===== config.mk =====
export PLATFORM = sky130hd
export DESIGN_NAME = mmio_timer_led_flat
export DESIGN_NICKNAME = d
export VERILOG_FILES = /design/src/rtl/mmio_timer_pkg.sv /design/src/rtl/mmio_timer_led_if.sv /design/src/rtl/mmio_prescaler.sv /design/src/rtl/mmio_timer_led.sv /design/src/flat_wrapper.sv
export SDC_FILE = /design/constraint.sdc
export NUM_CORES = 1
export LEC_CHECK = 0
export CELL_PAD_IN_SITES_DETAIL_PLACEMENT = 1
export CELL_PAD_IN_SITES_GLOBAL_PLACEMENT = 1
export CORE_MARGIN = 5
export CORE_UTILIZATION = 30
export DETAILED_ROUTE_END_ITERATION = 6
export PLACE_DENSITY_LB_ADDON = 0.1
export SLEW_MARGIN = 20
export SYNTH_ARGS = -nofsm -noshare
export SYNTH_HDL_FRONTEND = slang
export SYNTH_SLANG_ARGS = --single-unit

===== constraint.sdc =====
create_clock -name clock -period 3.35 [get_ports clock]
set_input_delay 0.335 -clock clock [delete_from_list [all_inputs] [get_ports clock]]
set_output_delay 0.335 -clock clock [all_outputs]
set_load 0.05 [all_outputs]

===== src/rtl/mmio_timer_pkg.sv =====
// Shared definitions for mmio_timer_led: register byte offsets, CTRL/STATUS bit positions
// and the timer state encoding.
package mmio_timer_pkg;

  localparam logic [4:0] OFF_LED    = 5'h00;
  localparam logic [4:0] OFF_CTRL   = 5'h04;
  localparam logic [4:0] OFF_LOAD   = 5'h08;
  localparam logic [4:0] OFF_COUNT  = 5'h0C;
  localparam logic [4:0] OFF_STATUS = 5'h10;
  localparam logic [4:0] OFF_PRESC  = 5'h14;

  localparam int CTRL_ENABLE      = 0;
  localparam int CTRL_AUTO_RELOAD = 1;
  localparam int CTRL_IRQ_EN      = 3;

  localparam int STATUS_EXPIRED = 0;
  localparam int STATUS_RUNNING = 1;

  typedef enum logic {
    IDLE = 1'b0,
    RUN  = 1'b1
  } timer_state_t;

endpackage


===== src/rtl/mmio_timer_led_if.sv =====
// Processor data-memory bus as seen by a memory-mapped responder.
interface mmio_timer_led_if;

  logic [31:0] address;
  logic [31:0] write_value;
  logic        write_enable;
  logic [31:0] read_value;
  logic        hit;

  modport master (
    output address, write_value, write_enable,
    input  read_value, hit
  );

  modport slave (
    input  address, write_value, write_enable,
    output read_value, hit
  );

endinterface


===== src/rtl/mmio_prescaler.sv =====
// Free-running prescale counter: counts 0..reload while enabled and ticks on the terminal value.
module mmio_prescaler #(
  parameter int PRESCALE_WIDTH = 16
) (
  input  logic                      clock,
  input  logic                      reset,
  input  logic                      en,
  input  logic                      clear,
  input  logic [PRESCALE_WIDTH-1:0] reload,
  output logic                      tick
);

  logic [PRESCALE_WIDTH-1:0] cnt_q;

  // >= rather than == so a reload shrunk below the current count wraps at once instead of running to overflow.
  assign tick = en & (cnt_q >= reload);

  always_ff @(posedge clock or negedge reset) begin
    if (!reset) begin
      cnt_q <= '0;
    end else if (clear) begin
      cnt_q <= '0;
    end else if (en) begin
      cnt_q <= tick ? '0 : cnt_q + PRESCALE_WIDTH'(1);
    end
  end

endmodule


===== src/rtl/mmio_timer_led.sv =====
// MMIO LED register plus prescaled down-counting timer with sticky expiry flag.
// Optional build macro MMIO_TIMER_IRQ_EN adds the irq output and a stored CTRL.irq_en bit.
module mmio_timer_led
  import mmio_timer_pkg::*;
#(
  parameter logic [31:0] BASE_ADDR      = 32'h0000_0400,
  parameter logic [31:0] ADDR_MASK      = 32'hFFFF_FFE0,
  parameter int          LED_WIDTH      = 18,
  parameter int          PRESCALE_WIDTH = 16
) (
  input  logic                 clock,
  input  logic                 reset,
  mmio_timer_led_if.slave      bus,
  output logic [LED_WIDTH-1:0] LEDR,
  output logic                 timer_expired
`ifdef MMIO_TIMER_IRQ_EN
  ,
  output logic                 irq
`endif
);

  logic [4:0]  offset;
  logic        reg_we;
  logic        wr_led, wr_ctrl, wr_load, wr_count, wr_status, wr_presc;
  logic [31:0] wdata;

  timer_state_t              state_q;
  logic                      enable_q;
  logic                      auto_reload_q;
  logic                      irq_en_bit;
  logic                      expired_q;
  logic [31:0]               load_q;
  logic [31:0]               count_q;
  logic [LED_WIDTH-1:0]      led_q;
  logic [PRESCALE_WIDTH-1:0] presc_q;

  logic tick;
  logic start;
  logic expire_evt;
  logic [31:0] rdata;

  // Address decode: word offset inside the window, byte lane bits ignored.
  assign bus.hit   = (bus.address & ADDR_MASK) == BASE_ADDR;
  assign offset    = {bus.address[4:2], 2'b00};
  assign reg_we    = bus.write_enable & bus.hit;
  assign wdata     = bus.write_value;
  assign wr_led    = reg_we && (offset == OFF_LED);
  assign wr_ctrl   = reg_we && (offset == OFF_CTRL);
  assign wr_load   = reg_we && (offset == OFF_LOAD);
  assign wr_count  = reg_we && (offset == OFF_COUNT);
  assign wr_status = reg_we && (offset == OFF_STATUS);
  assign wr_presc  = reg_we && (offset == OFF_PRESC);

  assign start = wr_ctrl & wdata[CTRL_ENABLE] & (state_q == IDLE);
  // A direct COUNT store overrides the whole tick, including expiry.
  assign expire_evt = tick & ~wr_count & (count_q == '0);

  mmio_prescaler #(
    .PRESCALE_WIDTH(PRESCALE_WIDTH)
  ) u_prescaler (
    .clock (clock),
    .reset (reset),
    .en    (state_q == RUN),
    .clear (start),
    .reload(presc_q),
    .tick  (tick)
  );

  always_ff @(posedge clock or negedge reset) begin
    if (!reset) begin
      led_q   <= '0;
      load_q  <= '0;
      presc_q <= '0;
    end else begin
      if (wr_led)   led_q   <= wdata[LED_WIDTH-1:0];
      if (wr_load)  load_q  <= wdata;
      if (wr_presc) presc_q <= wdata[PRESCALE_WIDTH-1:0];
    end
  end

`ifdef MMIO_TIMER_IRQ_EN
  always_ff @(posedge clock or negedge reset) begin
    if (!reset) begin
      irq_en_bit <= 1'b0;
    end else if (wr_ctrl) begin
      irq_en_bit <= wdata[CTRL_IRQ_EN];
    end
  end

  assign irq = expired_q & irq_en_bit;
`else
  assign irq_en_bit = 1'b0;
`endif

  always_ff @(posedge clock or negedge reset) begin
    if (!reset) begin
      state_q       <= IDLE;
      enable_q      <= 1'b0;
      auto_reload_q <= 1'b0;
      count_q       <= '0;
      expired_q     <= 1'b0;
    end else begin
      if (wr_count) begin
        count_q <= wdata;
      end else if (tick) begin
        if (count_q != '0)     count_q <= count_q - 32'd1;
        else if (auto_reload_q) count_q <= load_q;
      end

      // Set beats a simultaneous write-1-to-clear.
      if (expire_evt)                             expired_q <= 1'b1;
      else if (wr_status && wdata[STATUS_EXPIRED]) expired_q <= 1'b0;

      if (wr_ctrl) begin
        enable_q      <= wdata[CTRL_ENABLE];
        auto_reload_q <= wdata[CTRL_AUTO_RELOAD];
      end else if (expire_evt && !auto_reload_q) begin
        enable_q <= 1'b0;
      end

      case (state_q)
        IDLE: if (start) state_q <= RUN;
        RUN: begin
          if (wr_ctrl) begin
            if (!wdata[CTRL_ENABLE]) state_q <= IDLE;
          end else if (expire_evt && !auto_reload_q) begin
            state_q <= IDLE;
          end
        end
        default: state_q <= IDLE;
      endcase
    end
  end

  always_comb begin
    rdata = '0;
    if (bus.hit) begin
      case (offset)
        OFF_LED:   rdata = 32'(led_q);
        OFF_CTRL: begin
          rdata[CTRL_ENABLE]      = enable_q;
          rdata[CTRL_AUTO_RELOAD] = auto_reload_q;
          rdata[CTRL_IRQ_EN]      = irq_en_bit;
        end
        OFF_LOAD:  rdata = load_q;
        OFF_COUNT: rdata = count_q;
        OFF_STATUS: begin
          rdata[STATUS_EXPIRED] = expired_q;
          rdata[STATUS_RUNNING] = (state_q == RUN);
        end
        OFF_PRESC: rdata = 32'(presc_q);
        default:   rdata = '0;
      endcase
    end
  end

  assign bus.read_value = rdata;
  assign LEDR           = led_q;
  assign timer_expired  = expired_q;

endmodule


===== src/flat_wrapper.sv =====
// flat-port wrapper written by rule: the top's interface ports become plain ports
module mmio_timer_led_flat import mmio_timer_pkg::*;
#(
  parameter logic [31:0] BASE_ADDR      = 32'h0000_0400,
  parameter logic [31:0] ADDR_MASK      = 32'hFFFF_FFE0,
  parameter int          LED_WIDTH      = 18,
  parameter int          PRESCALE_WIDTH = 16
)
  (clock, reset, LEDR, timer_expired, bus_address, bus_write_value, bus_write_enable, bus_read_value, bus_hit);
  mmio_timer_led_if bus_i ();
  input  logic clock;
  input  logic reset;
  output logic [LED_WIDTH-1:0] LEDR;
  output logic timer_expired;
  input wire logic [$bits(bus_i.address)-1:0] bus_address;
  input wire logic [$bits(bus_i.write_value)-1:0] bus_write_value;
  input wire logic [$bits(bus_i.write_enable)-1:0] bus_write_enable;
  output wire logic [$bits(bus_i.read_value)-1:0] bus_read_value;
  output wire logic [$bits(bus_i.hit)-1:0] bus_hit;
  assign bus_i.address = bus_address;
  assign bus_i.write_value = bus_write_value;
  assign bus_i.write_enable = bus_write_enable;
  assign bus_read_value = bus_i.read_value;
  assign bus_hit = bus_i.hit;
  mmio_timer_led #(.BASE_ADDR(BASE_ADDR), .ADDR_MASK(ADDR_MASK), .LED_WIDTH(LED_WIDTH), .PRESCALE_WIDTH(PRESCALE_WIDTH)) u_core (.clock(clock), .reset(reset), .bus(bus_i), .LEDR(LEDR), .timer_expired(timer_expired));
endmodule

==> impl_metrics.ini <==
[floorplanning]
die_y_um = 162
coreArea_um2 = 22700
rows = 55
initial_core_util_pct = 30.6
ioPinCount = 119
die_w_um = 162
die-area_um2 = 26300

[route]
vias = 6307
wl_per_cell_um = 21.3
vias_per_cell = 5.44
routed-wl-met2_um = 12600
highest_layer = met4
finalWirelength_um = 24700
routed-wl-met3_um = 910
drcViolationCount = 0
drtAntennaViolNets = 0
drt_iter0_drc = 280
dr.pass1.iters = 4
wirelength_met1_um = 11000

[sta]
skew_ns = 0.0117
grt_setup_unrepaired = false
max-slew-margin-rel_pct = 44.3
finalCritPeriodShare_pct = 94.5
tightest_slew_ns = 0.836
fmax_ghz = 0.316
maxSlewViolCount = 0
finalSetupViolations = 0
fin_tns_setup_ns = 0
timing.final.crit_period_ns = 3.16
finalHoldViolations = 0

[layout]
final_layout_size_suffix_gt1_share_pct = 20.1
utilization_pct = 41.9
antennaDiodeCount = 0
finalNetCount = 948
stdcell_count = 1160
synthToLayoutAreaGrowth_pct = 36.8

[power]
pwr-share-seq_pct = 40.7
p_int_w = 0.00263
max-vdd-ir-drop_mv = 0.239
combPwrFrac_pct = 5.7
p_sw_w = 0.000878
power.leakage_nw = 4.23
swShare_pct = 25.0
clkPwrFrac_pct = 53.7
power_density_nw_per_um2 = 369

[logic_synthesis]
yosysMostFrequentCell = dfrtp_1
synth.avg_cell_area_um2 = 9.44
postSynthCellCount = 736
ys_ff_latch = 118
synth_edf_count = 0
ys_top_cells_by_area = dfrtp_1, mux2_2, nor2_1, o21ai_0, a22oi_1
synth_warnings = 0
syn_area_um2 = 6950
synth_area_leader_cell = dfrtp_1
async_flop_share_pct = 100
synthFlopType = dfrtp_1
synth_cell_types = 54
synth_fp_nets = 822
ys_seq_area_share_pct = 42.5
synthTopCellsByCount = dfrtp_1, nor2_1, mux2_2, o21ai_0, nand2_1
netlist.area_leader.share_pct = 42.5

[setup_path]
cp.required_ns = 3.68
start_kind = flop
worstRegToRegCells = 8
critPathMaxFanout = 14
crit_type = reg2reg
worst_setup_path_end_kind = flop
worst_ep_arrival_time_ns = 3.49

[placement]
portBuffers = 116
placed_cells_incl_taps = 1128
dp_hpwl_um = 17700
place_congestion = 0.772

[grt]
overflow = 0
grt_pass1_vias = 6989
antenna_found_initial = 0
track_usage_pct = 19.1
grt_pass1_wl_um = 40000
grt_max_degree = 58

[clock_tree]
clockRootBuffer = clkbuf_16
clk_path_buf_depth = 2
clk_pin_slew_ns = 0.06
cts_made_buffers = 17
cts_sinks = 118
htreeDepth = 4
cts_tree = built
post_cts_buffers = 0
clk-insertion-delay-late_ns = 0.43

[flow_run]
drv_cap = 0

[status]
status = complete, no violations

[hold_path]
hp-class = in2async
state kept, by name (all words and copies together), names as in the netlist:
signal / cells
u_core.count_q: 32
u_core.load_q: 32
u_core.LEDR: 18
u_core.presc_q: 16
u_core.u_prescaler.cnt_q: 16
u_core.auto_reload_q: 1
u_core.enable_q: 1
u_core.state_q: 1
u_core.timer_expired: 1
final cells by class:
| cell class | instances | area [µm²] |
|---|---|---|
| Multi-Input combinational cell | 547 | 3730 |
| Inverter | 25 | 93.8 |
| Clock buffer | 17 | 425 |
| Tap cell | 285 | 357 |
| Sequential cell | 118 | 2950 |
| Fill cell | 2543 | 13200 |
| Timing Repair Buffer | 153 | 1780 |
| Clock inverter | 15 | 169 |
kinds of logic after synthesis:
kind of cell,after synthesis,share of synthesized area [%]
AOI/OAI and AO/OA,183,18.2
xor gates and xnor gates,28,3.53
adders and majority gates,19,3.42
DFF,118,42.5
and+or+nand+nor,253,17.6
muxes,64,10.3
buffers and inverters,71,4.39
what timing repair did:
| item | CTS | global route |
|---|---|---|
| endpoints found under the setup margin | 0 | 22 |
| gates resized for setup | 0 | 1 |
| hold buffers | 0 | 0 |
routing by layer:
layer  global-route usage, %  up-vias
met3                    3.68       11
met2                    33.8      117
met1                    24.4     3196
met5                       0        -
li1                        -     2983
met4                    3.96        0
through the flow:
stage	hold WS [ns]	total power (W)	worst slack [ns]	instance area (µm²)
after global placement	0.477	0.00165	0.193	8900
after global routing	0.0655	0.00363	0.0366	9510
after floorplan	0.0394	0.00149	-0.259	6950
final	0.0100	0.00351	0.186	9510
after detailed placement	0.482	0.00165	0.0641	8910
after CTS	0.0314	0.00354	0.0213	9500
placed cells by master, fill, tap and decap left out, drive strengths merged, types with 24 or more instances in the layout:
master | synthesis | final
buf | 11 | 71
clkdlybuf4s50 | 0 | 82
nor3 | 24 | 24
nor2 | 91 | 91
mux2 | 61 | 61
dfrtp | 118 | 118
o21ai | 56 | 56
a22oi | 33 | 33
nand2 | 54 | 54
inv | 25 | 31
power groups by stage:
stage,Combinational (W),Clock [W],Sequential [W]
2_1_floorplan,0.0000385,0,0.00145
3_3_place_gp,0.000198,0,0.00145
3_5_place_dp,0.000200,0,0.00145
4_1_cts,0.000202,0.00191,0.00143
5_1_grt,0.000216,0.00199,0.00142
6_report,0.000199,0.00188,0.00143
critical path, stage by stage, from the launching register on:
cell and delay, ns:
dfrtp_1 0.45, or4_4 0.60, or4_1 0.49, or4_4 0.50
or2_4 0.27, a21oi_2 0.28, buf_4 0.28, a22oi_1 0.09
o21ai_0 0.10
final timing paths:
check / from / end / slack (ns)
max: u_core.count_q[8]$_DFFE_PN0P_ / u_core.count_q[6]$_DFFE_PN0P_ / 0.19
min: reset / u_core.load_q[25]$_DFFE_PN0P_ / 0.01
max reg2reg: u_core.count_q[8]$_DFFE_PN0P_ / u_core.count_q[6]$_DFFE_PN0P_ / 0.19
min reg2reg: u_core.u_prescaler.cnt_q[15]$_DFFE_PN0P_ / u_core.u_prescaler.cnt_q[15]$_DFFE_PN0P_ / 0.51
max in group asynchronous: reset / u_core.presc_q[12]$_DFFE_PN0P_ / 2.56
min in group clock: u_core.u_prescaler.cnt_q[15]$_DFFE_PN0P_ / u_core.u_prescaler.cnt_q[15]$_DFFE_PN0P_ / 0.51
Note: power is estimated with default switching activity, not from simulation.
